**src/rtl/pca_i2c_pkg.sv**
```systemverilog
// Shared constants and debug encodings for the I2C front-end blocks.
package pca_i2c_pkg;

    localparam int SYNC_STAGES_DEF    = 2;
    localparam int FILTER_CYCLES_DEF  = 4;
    localparam int TIMEOUT_CYCLES_DEF = 0;

    // Bus-level event classification, for monitors and debug views only.
    typedef enum logic [1:0] {
        EV_NONE,
        EV_START,
        EV_STOP,
        EV_TIMEOUT
    } bus_event_t;

endpackage

```
**src/rtl/i2c_line_filter.sv**
```systemverilog
// Per-line synchroniser plus spike filter. level_d_o is the next filtered
// level so the parent can register edge strobes aligned with level_o.
module i2c_line_filter
    import pca_i2c_pkg::*;
#(
    parameter int SYNC_STAGES   = SYNC_STAGES_DEF,
    parameter int FILTER_CYCLES = FILTER_CYCLES_DEF
) (
    input  logic clk_i,
    input  logic rst_i,
    input  logic pin_i,
    output logic level_o,
    output logic level_d_o
);

    localparam int CW = $clog2(FILTER_CYCLES + 1);

    logic [SYNC_STAGES-1:0] sync_q;
    logic [CW-1:0]          cnt_q, cnt_d;
    logic                   filt_q, filt_d;
    logic                   synced;

    assign synced = sync_q[SYNC_STAGES-1];

    // Metastability chain; resets to the idle (high) bus level.
    always_ff @(posedge clk_i) begin
        if (rst_i) sync_q <= '1;
        else       sync_q <= {sync_q[SYNC_STAGES-2:0], pin_i};
    end

    // Accept a new level only after FILTER_CYCLES consecutive differing samples.
    always_comb begin
        filt_d = filt_q;
        cnt_d  = '0;
        if (synced != filt_q) begin
            if (cnt_q == CW'(FILTER_CYCLES - 1)) filt_d = synced;
            else                                 cnt_d  = cnt_q + 1'b1;
        end
    end

    // Filtered level and run-length counter.
    always_ff @(posedge clk_i) begin
        if (rst_i) begin
            filt_q <= 1'b1;
            cnt_q  <= '0;
        end else begin
            filt_q <= filt_d;
            cnt_q  <= cnt_d;
        end
    end

    assign level_o   = filt_q;
    assign level_d_o = filt_d;

endmodule

```
**src/rtl/i2c_bus_conditioner.sv**
```systemverilog
// Clean SCL/SDA levels, edge/START/STOP strobes, bus-busy and SCL-low timeout.
module i2c_bus_conditioner
    import pca_i2c_pkg::*;
#(
    parameter int SYNC_STAGES    = SYNC_STAGES_DEF,
    parameter int FILTER_CYCLES  = FILTER_CYCLES_DEF,
    parameter int TIMEOUT_CYCLES = TIMEOUT_CYCLES_DEF
) (
    input  logic clk_i,
    input  logic rst_i,
    input  logic scl_i,
    input  logic sda_i,
    output logic scl_o,
    output logic sda_o,
    output logic scl_rise_o,
    output logic scl_fall_o,
    output logic start_o,
    output logic stop_o,
    output logic bus_busy_o,
    output logic timeout_o
);

    logic scl_q, scl_d, sda_q, sda_d;
    logic rise_q, fall_q, start_q, stop_q, busy_q, busy_d;
    logic timeout_w;
    logic scl_stable_hi;

    i2c_line_filter #(.SYNC_STAGES(SYNC_STAGES), .FILTER_CYCLES(FILTER_CYCLES)) u_scl (
        .clk_i(clk_i), .rst_i(rst_i), .pin_i(scl_i), .level_o(scl_q), .level_d_o(scl_d)
    );

    i2c_line_filter #(.SYNC_STAGES(SYNC_STAGES), .FILTER_CYCLES(FILTER_CYCLES)) u_sda (
        .clk_i(clk_i), .rst_i(rst_i), .pin_i(sda_i), .level_o(sda_q), .level_d_o(sda_d)
    );

    // SDA transitions only count as START/STOP when SCL is high and not moving.
    assign scl_stable_hi = scl_q & scl_d;

    // Start wins over stop/timeout so a repeated START keeps the bus busy.
    assign busy_d = start_q ? 1'b1 : ((stop_q | timeout_w) ? 1'b0 : busy_q);

    // Registered strobes, aligned with the first cycle of the new filtered level.
    always_ff @(posedge clk_i) begin
        if (rst_i) begin
            rise_q  <= 1'b0;
            fall_q  <= 1'b0;
            start_q <= 1'b0;
            stop_q  <= 1'b0;
            busy_q  <= 1'b0;
        end else begin
            rise_q  <= ~scl_q & scl_d;
            fall_q  <= scl_q & ~scl_d;
            start_q <= scl_stable_hi & sda_q & ~sda_d;
            stop_q  <= scl_stable_hi & ~sda_q & sda_d;
            busy_q  <= busy_d;
        end
    end

    if (TIMEOUT_CYCLES > 0) begin : g_timeout
        localparam int TW = $clog2(TIMEOUT_CYCLES + 1);

        logic [TW-1:0] tcnt_q, tcnt_d;
        logic          to_q, to_d;

        // Count busy SCL-low cycles; fire once on reaching the limit, never wrap.
        always_comb begin
            tcnt_d = '0;
            to_d   = 1'b0;
            if (busy_q && !scl_q) begin
                if (tcnt_q >= TW'(TIMEOUT_CYCLES - 1)) to_d   = 1'b1;
                else                                   tcnt_d = tcnt_q + 1'b1;
            end
        end

        // Timeout counter and strobe register.
        always_ff @(posedge clk_i) begin
            if (rst_i) begin
                tcnt_q <= '0;
                to_q   <= 1'b0;
            end else begin
                tcnt_q <= tcnt_d;
                to_q   <= to_d;
            end
        end

        assign timeout_w = to_q;
    end else begin : g_no_timeout
        assign timeout_w = 1'b0;
    end

    assign scl_o      = scl_q;
    assign sda_o      = sda_q;
    assign scl_rise_o = rise_q;
    assign scl_fall_o = fall_q;
    assign start_o    = start_q;
    assign stop_o     = stop_q;
    assign bus_busy_o = busy_q;
    assign timeout_o  = timeout_w;

endmodule

```
**config.mk**
```make
export PLATFORM = sky130hd
export DESIGN_NAME = i2c_bus_conditioner
export DESIGN_NICKNAME = d
export VERILOG_FILES = /design/src/rtl/pca_i2c_pkg.sv /design/src/rtl/i2c_line_filter.sv /design/src/rtl/i2c_bus_conditioner.sv
export SDC_FILE = /design/constraint.sdc
export NUM_CORES = 1
export LEC_CHECK = 0
export ABC_AREA = 1
export BUFFER_PORTS_ARGS = -buffer_cell sky130_fd_sc_hd__buf_2
export CORE_UTILIZATION = 45
export CTS_CLUSTER_DIAMETER = 60
export CTS_CLUSTER_SIZE = 24
export DETAILED_ROUTE_END_ITERATION = 10
export PLACE_DENSITY = 0.71
export REMOVE_ABC_BUFFERS = 1
export SKIP_CTS_REPAIR_TIMING = 1
export SLEW_MARGIN = 20
export SYNTH_ARGS = -nofsm -noshare
export SYNTH_HDL_FRONTEND = slang
export SYNTH_SLANG_ARGS = --single-unit
export TNS_END_PERCENT = 10
```
**constraint.sdc**
```tcl
create_clock -name clk_i -period 1.25 [get_ports clk_i]
set_input_delay 0.375 -clock clk_i [delete_from_list [all_inputs] [get_ports clk_i]]
set_output_delay 0.375 -clock clk_i [all_outputs]
set_load 0.01 [all_outputs]
```
==> key figures <==
Outcome
  • Status: complete, no violations

Setup path
  • RR Startpoint: u_scl.cnt_q[0]
  • Worst EP arrival: 790 ps
  • Required @ worst endpoint: 880 ps
  • Critical path class: flop to output port
  • Reg2reg setup slack: 100 ps
  • Reg-to-reg endpoint: stop_o
  • CP Cell Sequence: buf_2
  • Worst r2r path cells: 7
  • Crit start category: flop
  • Worst setup EP type: output port
  • CP Buf/Inv Count: 1
  • Crit-path leading delay family: flip-flops
  • CP peak stage delay: 370 ps
  • Worst-path maximum fanout: 5
  • CP max-delay cell: dfxtp_2

Placement
  • Setup Slack @ Placement: 107 ps
  • DP Area: 682 um2
  • IO Port Bufs: 10
  • RePlAce Congestion: 0.639
  • Placed insts: 93
  • Hpwl dp: 629 um

Synthesis
  • Syn avg cell area: 9.03 um2
  • Ys Warns: 0
  • Synth Area in Adders: 7.92%
  • Top-area cell type share of the netlist area: 53.9%
  • Post-synth EDFFs: 0
  • Ys async rst share: 0%
  • Count leader, synth: dfxtp_1
  • Post-Syn Area: 632 um2
  • Main combinational cell family by area after synthesis: simple AND/OR/NAND/NOR gates
  • Mux contribution to synthesized area: 0%
  • Post-synth top area cell: dfxtp_1
  • Area fraction in compound gates after synthesis: 0.792%
  • #FFs+latches synth: 17
  • Mapped Cells: 70
  • Cell variety after synth: 15
  • Top FF cell, synth: dfxtp_1
  • Synth area leaders: dfxtp_1 (54%), ha_1 (7.9%), inv_1 (7.1%)
  • Sequential share of the synthesized area: 53.9%
  • Commonest cells post-synth: dfxtp_1 (17), inv_1 (12), nand2_1 (10), nor2_1 (10)
  • Synth Area in XOR/XNOR: 0%
  • Synth Area in Simple Gates: 25.9%

Pwr
  • PD cells: 1210 nW/um2
  • Maximum vdd drop: 0.785 mV
  • Pleak: 0.372 nW

Hold path
  • Hold Crit Start: scl_i
  • Hold/Removal Path Class: input pin to flop
  • Hold endpoint: u_scl.sync_q[0]
  • Hold depth: 2

Detailed routing
  • DRT antenna net count: 0
  • Avg Vias per Cell: 4.54
  • Routed wire length: 795 um
  • Initial DRC count: 1
  • Vias post-DR: 440
  • WL/cell: 8.20 um
  • DRC: 0
  • Detailed Routing Iterations Pass 1: 2

Cells and area
  • Fin area: 712 um2
  • Fillers: 134
  • Utilization after layout: 54.7%
  • Final Non-Filler Cells: 97
  • Layout area overhead: 12.7%
  • Layout cell share with drive strength beyond 1: 28.0%
  • Nets: 91
  • Antenna Cells: 0

Clock tree
  • Worst-Skew Late Latency: 280 ps
  • Root buf cell: clkbuf_4
  • Num CTS Buffers: 3
  • TritonCTS clock tree: done
  • CTS clk-pin slew, worst paths: 90 ps
  • H-tree levels: 1
  • Clock Sinks: 17
  • Clock Tree Buf Depth: 2

Timing
  • Final setup fails: 0
  • Final Hold Viols: 0
  • RSZ-0062 raised after global routing: false
  • Max Fclk: 859 MHz
  • Part of the cycle the worst path needs: 93.1%
  • Final Critical Period: 1160 ps
  • Setup TNS: 0 ps
  • Max-slew violation count: 0
  • Fin worst setup slack: 85.7 ps
  • Clock Skews: 3.50 ps

Global routing
  • Largest net degree at the start of global routing: 11
  • Congestion Overflow GR: 0
  • Tot GR Track Use: 13.5%
  • First-pass GRT wire length: 1290 um
  • Vias in the first global route: 372
  • Initial antenna violation count: 0

Floorplanning
  • Die Wd: 39.5 um
  • Core ar.: 1300 um2
  • Num rows: 13
  • Die height: 39.5 um
  • Die area: 1560 um2
  • I/O pin count: 12
  • Initial core utilization: 48.6%

Run
  • Max-capacitance violation count: 0
-- layout by cell type, fill, tap and decap left out --
cell type,netlist,routed
inv_1,12,12
nor2_2,2,2
nor2_1,10,10
dfxtp_2,0,2
nand2_1,10,10
nor3_1,1,1
clkbuf_4,0,3
nand3_2,4,4
ha_1,4,4
buf_2,0,10
conb_1,1,1
a21oi_1,1,1
clkinv_2,1,2
nand4_1,1,1
dfxtp_1,17,15
or2_1,4,4
-- sequential cells by signal, indices dropped and copies added (netlist names) --
name / count
bus_busy_o: 1
u_sda.level_o: 1
u_sda.cnt_q: 3
u_scl.sync_q: 2
u_scl.cnt_q: 3
u_scl.level_o: 1
scl_rise_o: 1
u_sda.sync_q: 2
start_o: 1
scl_fall_o: 1
stop_o: 1
-- kinds of logic after synthesis --
family / Yosys count
and+or+nand+nor: 32
DFF: 17
buffers and inverters: 15
adders and majority gates: 4
AOI/OAI and AO/OA: 1
other: 1
-- routing by layer --
layer	up-vias	track usage, %	share of wire, %
met3	4	3.41	4.8
met2	12	22.1	46
met5	-	0	0
li1	231	-	-
met4	0	15.5	4.7
met1	193	12.5	45
-- per-stage QoR --
stage / power, mW / hold WS [ps]
4_1_cts: 0.880 / 244
2_1_floorplan: 0.581 / 383
5_1_grt: 0.908 / 239
3_3_place_gp: 0.591 / 384
3_5_place_dp: 0.592 / 395
6_report: 0.861 / 255
-- worst reg2reg max path, stage by stage (launching register included) --
cell,delay (ps)
dfxtp_1,330
ha_1,190
ha_1,220
inv_1,60
nand2_1,70
nand2_1,90
inv_1,40
nor2_1,90
-- worst max-delay path by stage --
stage | from | endpoint | slack [ps] | cells after the start
after global routing | u_scl.cnt_q[0] | start_o | 7 | 7
after floorplan | u_scl.cnt_q[0] | start_o | 200 | 7
after detailed placement | u_scl.cnt_q[0] | stop_o | 110 | 7
final | u_sda.level_o | sda_o | 90 | 1
after global placement | u_scl.cnt_q[0] | start_o | 150 | 7
after CTS | u_scl.level_o | scl_o | 20 | 1
-- where the power goes --
part	internal, mW	switching (mW)	leakage, nW	total (mW)
sequential	0.549	0.00381	0.137	0.553
clock	0.119	0.164	0.0177	0.283
combinational	0.0104	0.0149	0.217	0.0252
total	0.678	0.183	0.372	0.861
-- cell type report --
cell class	count	area [um2]	area share, %
clock buffers	3	22.5	3.16
well taps	15	18.8	2.64
repair buffers	10	50.0	7.03
clock inverters	1	5.00	0.703
multi-input cells	38	223	31.3
flip-flops and latches	17	343	48.2
inverters	13	50.0	7.03
(Power assumes the default switching activity.)
